==> src/rtl/instr_fetch_unit.sv <==
// instr_fetch_unit: one-entry tagged instruction buffer in front of a req/ack
// instruction memory. Misses stall the core while a single memory read is in
// flight. Misaligned PCs, memory errors and timeouts return a NOP flagged as a
// fault, so the core always has a well-defined word to execute.
module instr_fetch_unit #(
    parameter int          TIMEOUT_CYCLES = 16,
    parameter logic [31:0] NOP_INSTR      = 32'h00000013
) (
    input  logic        clk,
    input  logic        nrst,
    input  logic [31:0] pc,
    input  logic        fetch_en,
    input  logic        flush,
    output logic [31:0] instruction,
    output logic        instr_valid,
    output logic        instr_fault,
    output logic        stall,
    output logic        mem_req,
    output logic [31:0] mem_addr,
    input  logic        mem_ack,
    input  logic [31:0] mem_rdata,
    input  logic        mem_err
);

    // Timer must be at least one bit wide even for the smallest legal timeout.
    localparam int TW = (TIMEOUT_CYCLES > 2) ? $clog2(TIMEOUT_CYCLES) : 1;
    localparam logic [TW-1:0] TIMER_LAST = TW'(TIMEOUT_CYCLES - 1);

    typedef enum logic {
        IDLE = 1'b0,
        REQ  = 1'b1
    } state_t;

    state_t        state, state_d;
    logic [31:0]   tag_q, tag_d;
    logic [31:0]   data_q, data_d;
    logic          cvalid_q, cvalid_d;
    logic          fault_q, fault_d;
    logic [31:0]   addr_q, addr_d;
    logic [TW-1:0] timer_q, timer_d;
    logic          discard_q, discard_d;

    logic          hit;
    logic          fill_en;
    logic [31:0]   fill_data;
    logic          fill_fault;

    assign hit = cvalid_q && (tag_q == pc);

    // Core-facing outputs: the buffer is only trusted while idle and unflushed.
    assign instruction = data_q;
    assign instr_valid = fetch_en && hit && (state == IDLE) && !flush;
    assign instr_fault = instr_valid && fault_q;
    assign stall       = fetch_en && !instr_valid;
    assign mem_req     = (state == REQ);
    assign mem_addr    = addr_q;

    // Next-state and buffer-update logic; flush has the final word on cvalid.
    always_comb begin
        state_d    = state;
        tag_d      = tag_q;
        data_d     = data_q;
        cvalid_d   = cvalid_q;
        fault_d    = fault_q;
        addr_d     = addr_q;
        timer_d    = timer_q;
        discard_d  = discard_q;
        fill_en    = 1'b0;
        fill_data  = NOP_INSTR;
        fill_fault = 1'b1;

        case (state)
            IDLE: begin
                if (fetch_en && !hit) begin
                    if (pc[1:0] != 2'b00) begin
                        // Misaligned: synthesize a faulting NOP without touching memory.
                        tag_d    = pc;
                        data_d   = NOP_INSTR;
                        fault_d  = 1'b1;
                        cvalid_d = 1'b1;
                    end else begin
                        addr_d    = pc;
                        timer_d   = '0;
                        discard_d = 1'b0;
                        state_d   = REQ;
                    end
                end
            end
            REQ: begin
                if (mem_ack) begin
                    // Ack wins over a same-cycle timeout.
                    fill_en    = 1'b1;
                    fill_data  = mem_err ? NOP_INSTR : mem_rdata;
                    fill_fault = mem_err;
                    state_d    = IDLE;
                end else if (timer_q == TIMER_LAST) begin
                    fill_en    = 1'b1;
                    fill_data  = NOP_INSTR;
                    fill_fault = 1'b1;
                    state_d    = IDLE;
                end else begin
                    timer_d = timer_q + 1'b1;
                end
                // A flush anywhere in the transaction poisons its result.
                if (flush) begin
                    discard_d = 1'b1;
                end
                if (fill_en && !discard_q && !flush) begin
                    tag_d    = addr_q;
                    data_d   = fill_data;
                    fault_d  = fill_fault;
                    cvalid_d = 1'b1;
                end
            end
            default: state_d = IDLE;
        endcase

        if (flush) begin
            cvalid_d = 1'b0;
        end
    end

    // State and buffer registers with synchronous active-low reset.
    always_ff @(posedge clk) begin
        if (!nrst) begin
            state     <= IDLE;
            tag_q     <= '0;
            data_q    <= NOP_INSTR;
            cvalid_q  <= 1'b0;
            fault_q   <= 1'b0;
            addr_q    <= '0;
            timer_q   <= '0;
            discard_q <= 1'b0;
        end else begin
            state     <= state_d;
            tag_q     <= tag_d;
            data_q    <= data_d;
            cvalid_q  <= cvalid_d;
            fault_q   <= fault_d;
            addr_q    <= addr_d;
            timer_q   <= timer_d;
            discard_q <= discard_d;
        end
    end

endmodule
==> config.mk <==
export PLATFORM = sky130hd
export DESIGN_NAME = instr_fetch_unit
export DESIGN_NICKNAME = d
export VERILOG_FILES = /design/src/rtl/instr_fetch_unit.sv
export SDC_FILE = /design/constraint.sdc
export NUM_CORES = 1
export LEC_CHECK = 0
export CAP_MARGIN = 15
export CORE_UTILIZATION = 48
export DETAILED_ROUTE_END_ITERATION = 6
export PLACE_DENSITY_LB_ADDON = 0.15
export SYNTH_ARGS = -nofsm -noshare
export SYNTH_HDL_FRONTEND = slang
export SYNTH_SLANG_ARGS = --single-unit
==> constraint.sdc <==
create_clock -name clk -period 2.8 [get_ports clk]
set_clock_uncertainty 0.2 [all_clocks]
set_input_delay 0.56 -clock clk [delete_from_list [all_inputs] [get_ports clk]]
set_output_delay 0.56 -clock clk [all_outputs]
set_load 0.03 [all_outputs]
== Word-level counts from Yosys, hierarchy flattened ==
Cells that the tools add are included.

* Bits in registers: 104
* Word-level logic and storage cells: 74
* Output and inout bits: 68

* Equal/unequal tests: 9
* Reductions and logical operators: 19
* $add $sub $neg: 1
* Muxes and demuxes: 34
* Bitwise logic cells: 3

{| class="wikitable"
|+ Operators by type and width
! operator !! count
|-
| $mux 32 || 8
|-
| $pmux 32 s2 || 2
|-
| $eq 32x32->1 || 1
|-
| $mux 4 || 4
|-
| $mux 1 || 15
|-
| $logic_and 1x1->1 || 9
|-
| $reduce_and 3->1 || 3
|-
| $ne 2x2->1 const B || 4
|-
| $pmux 1 s2 || 4
|-
| $pmux 4 s2 || 1
|-
| $ne 2x1->1 const B || 3
|-
| $add 4x1->4 const B || 1
|-
| $eq 4x4->1 const B || 1
|-
| $logic_not 1->1 || 4
|-
| $reduce_and 4->1 || 1
|-
| $not 1->1 || 3
|-
| $reduce_bool 2->1 || 1
|-
| $reduce_or 2->1 || 1
|}

== Longest topological paths before layout ==
* Word-level depth: 8
* Depth in mapped cells: 8

== Worst setup path before layout ==
Ideal clock, no wire load.

* Path type: input to output
* From: input port pc[1]
* To: output port instr_fault
* Arrival: 1.931 ns
* Slack: 0.109 ns
* Stages on the path: 6
* Buffers on the path: 0
* Path through: nor2b_1 -> a2111o_1 -> a2111oi_4 -> nand4b_1 -> nor2_1 -> and3_1

* Longest elaborated chain between the ends: 6

{| class="wikitable"
|+ RTL lines
! element !! line !! source
|-
| start: declaration || 11 || <nowiki>input logic [31:0] pc,</nowiki>
|-
| $eq 32x32->1 || 48 || <nowiki>assign hit = cvalid_q && (tag_q == pc);</nowiki>
|-
| $logic_and 1x1->1 || 48 ||
|-
| $logic_and 1x1->1 (3 in series) || 52 || <nowiki>assign instr_valid = fetch_en && hit && (state == IDLE) && !flush;</nowiki>
|-
| $logic_and 1x1->1 || 53 || <nowiki>assign instr_fault = instr_valid && fault_q;</nowiki>
|-
| end: declaration || 16 || <nowiki>output logic instr_fault,</nowiki>
|}

No other way between the ends.

== Worst setup path in the final report ==
* From: input port pc[27]
* To: output port instr_fault

The elaborated chain is that of the path after synthesis.

==> impl_results.md <==
* Mapped Cells at around 520
* R2r endpoint: tag_q[30]
* Peak VDD IR at roughly 0.23 mV
* Worst skew pair latency at between 300 and 400 ps
* CTS Sinks at about 100
* Max-slew headroom at 53.3%
* Initial Utilization at 49.4%
* Final setup violation count at 3
* GP Congestion at about 0.81
* RR Startpoint: tag_q[19]
* Initial antenna violation count at 0
* Commonest cells post-synth: 121 x nand2_1, 104 x dfxtp_1, 62 x mux2i_1, 30 x clkbuf_1
* Synth unique cells at 39
* Grt total ovfl at 0
* Dominant synthesized flop cell: dfxtp_1
* Critical path data arrival time at 2130 ps
* Hold_sp: pc[18]
* Die Wd at a little over 100 µm
* Power Density at 468 nW/µm²
* I/O pins at approximately 140
* Syn avg cell area at 9.27 µm²
* Worst Slack Setup Final at -94.3 ps
* Share of flip-flops with an asynchronous set or reset at 0%
* Crit share post-route at 103%
* Outcome: finished with violations
* Hold buffer count at CTS at 0
* CTS root buf: clkbuf_8
* Hold_ws at 251 ps
* Adder-Cell Fraction of Synth Area at 0.259%
* Failing checks: setup timing
* Yosys top cell area share at between 40% and 50%
* Vias in the first global route at 4053
* Crit Path Class: in2out
* Simple-gate share of the synthesized area at ~16%
* Vias at roughly 4.3k
* Largest cells by area after synthesis: dfxtp_1 43%, mux2i_1 13%, nand2_1 9.4%
* Post-DR wirelength/cell at around 15 µm
* TritonRoute pass-1 iters at 4
* Post-DP HPWL at 8380 µm
* Synth-to-layout area growth at 38.6%
* TritonCTS Buffers at 9
* Placed Cells at slightly below 800
* Pins Over Slew Limit at 0
* RSZ-0062 raised after global routing: true
* Most common cell in the netlist: nand2_1
* First-pass GRT wire length at 19400 µm
* Number of synthesized flops with an enable pin at 0
* Hold Vio Cnt, Final at 0
* Hold Path Sink: mem_addr[18]
* Die height at roughly 100 µm
* Fraction of layout cells with a size suffix above 1 at about 18%
* Routed WL at 12100 µm
* Post-synthesis mux area share at about an eighth
* FMAX at 346 MHz
* CP startpoint: pc[27]
* Pwr Total at about 0.0031 W
* Main combinational cell family by area after synthesis: compound AO/OA/AOI/OAI gates
* Synth Area in Compound Gates at about 18%
* Slew @ Worst Pin at about 700 ps
* Hold Crit Class: in2reg
* Sequential-to-total area share from yosys stat at roughly 43%
* GR met1 Demand/Resource at 30.9%
* CP Max Fanout at 3
* Met2 usage at a little under two fifths
* Cell row count at 36
* CTS tree: done
* Iter 0 DRT Violations at roughly 130
* WP data required at 2040 ps
* Number of H-tree levels at 3
* Minimum clock period at between 2000 and 3000 ps
* Max Cap Viol at 0
* Crit end category: output pin
* M3 GR Usage at under 10%
* Antenna viol nets, final at 0
* Largest net degree at the start of global routing at 78
* Synth Warn # at 0
* GRT Max-Usage Layer: met2
* Length in cells of the worst reg-to-reg path at 9
* Mapped Nets at 592
* Synthesized flop and latch total at roughly 100
* Vias/cell at between 5 and 6
* Port bufs at approximately 140
* GRT Overall Usage at a little under a quarter
* # nets final at between 700 and 800
* Post-Synth XOR/XNOR Area at 4.71%
* DRC violations left at 0
* Buffer levels on the longest clock path at 2
* Core Footprint at around 9800 µm²
* R2r setup slk at roughly 290 ps
* Lkg Pwr at approximately 2.5 nW
* Diode count at 0
* Synth Cell Area at 4830 µm²
* WHS Path Cells at 3
* Cell Count, Final, Fillers Out at 803
* Top cell type by total area after synthesis: dfxtp_1
* Worst setup SP type: primary input
* Die ar. at ~10000 µm²
* CTS clk-pin slew, worst paths at 110 ps
-- critical path, stage by stage --
cell and delay [ps]:
clkdlybuf4s15_1 220, xnor2_2 210, buf_4 140, nand3_2 70, nor4_4 290, nand4b_1 150, nor2_2 170, and3_4 200
buf_6 120
-- stage by stage --
stage	TNS (ps)	cell area, µm²	util (%)	worst slack [ps]
final	-157	6700	68.5	-94.3
after global routing	-474	6700	68.5	-206
after CTS	-354	6670	68.3	-154
after detailed placement	-27190	6480	66.3	-817
after global placement	-22180	6480	66.3	-804
after floorplan	0	4830	-	109
-- placed cells by master, fill, tap and decap left out, drive strengths merged, types with 2 or more instances in the layout --
master	n
nand2	121
dfxtp	104
clkdlybuf4s50	101
mux2i	62
buf	45
a21oi	29
o22ai	29
xnor2	26
a211oi	25
clkbuf	20
dlygate4sd2	13
nand3	12
nand2b	9
o211a	8
inv	8
nor2b	5
nand4	5
clkdlybuf4s15	5
o21ai	4
nand4b	4
nor2	4
nor3	3
o32a	3
and2	3
o2111ai	2
nor3b	2
a31oi	2
clkinvlp	2
nor4	2
and3	2
-- worst max-delay path by stage --
stage	to	cells past startpoint
6_report	instr_fault	9
5_1_grt	instr_fault	8
4_1_cts	instr_fault	7
3_5_place_dp	stall	9
3_3_place_gp	stall	9
2_1_floorplan	instr_fault	6
-- repair_timing --
item | 4_1_cts | 5_1_grt
setup buffers | 1 | 1
pin swaps | 21 | 24
gates resized for setup | 57 | 36
endpoints found under the setup margin | 4 | 3
-- logic make-up (layout without fill, tap and decap cells) --
group,after synthesis,count (layout)
fa+ha+maj,1,1
compound gates,109,109
simple gates,172,172
flops,104,104
xor+xnor,26,26
mux,62,62
buf+inv,47,196
-- metal layers --
metal,routed length [µm],vias up
met5,0,-
met4,210,0
met3,596,15
met2,5900,92
met1,5410,2039
li1,-,2125
-- registers in the layout, summed over array words and instances, names as in the netlist --
| register | count |
|---|---|
| mem_req | 1 |
| mem_addr | 32 |
| timer_q | 4 |
| cvalid_q | 1 |
| fault_q | 1 |
| tag_q | 32 |
| discard_q | 1 |
| instruction | 32 |
-- layout make-up --
type	count	area (µm²)
Timing Repair Buffer	175	1630
Inverter	5	18.8
Sequential cell	104	2090
Multi-Input combinational cell	370	2590
Tap cell	133	166
Fill cell	797	3080
Clock inverter	7	76.3
Clock buffer	9	124
-- report_power, final --
part           internal [W]  total, W  switching (W)  leakage (nW)
Combinational      0.000284  0.000574       0.000291          1.56
Sequential          0.00154   0.00159      0.0000458         0.850
Clock              0.000422  0.000972       0.000549        0.0966
(Power assumes the default switching activity.)
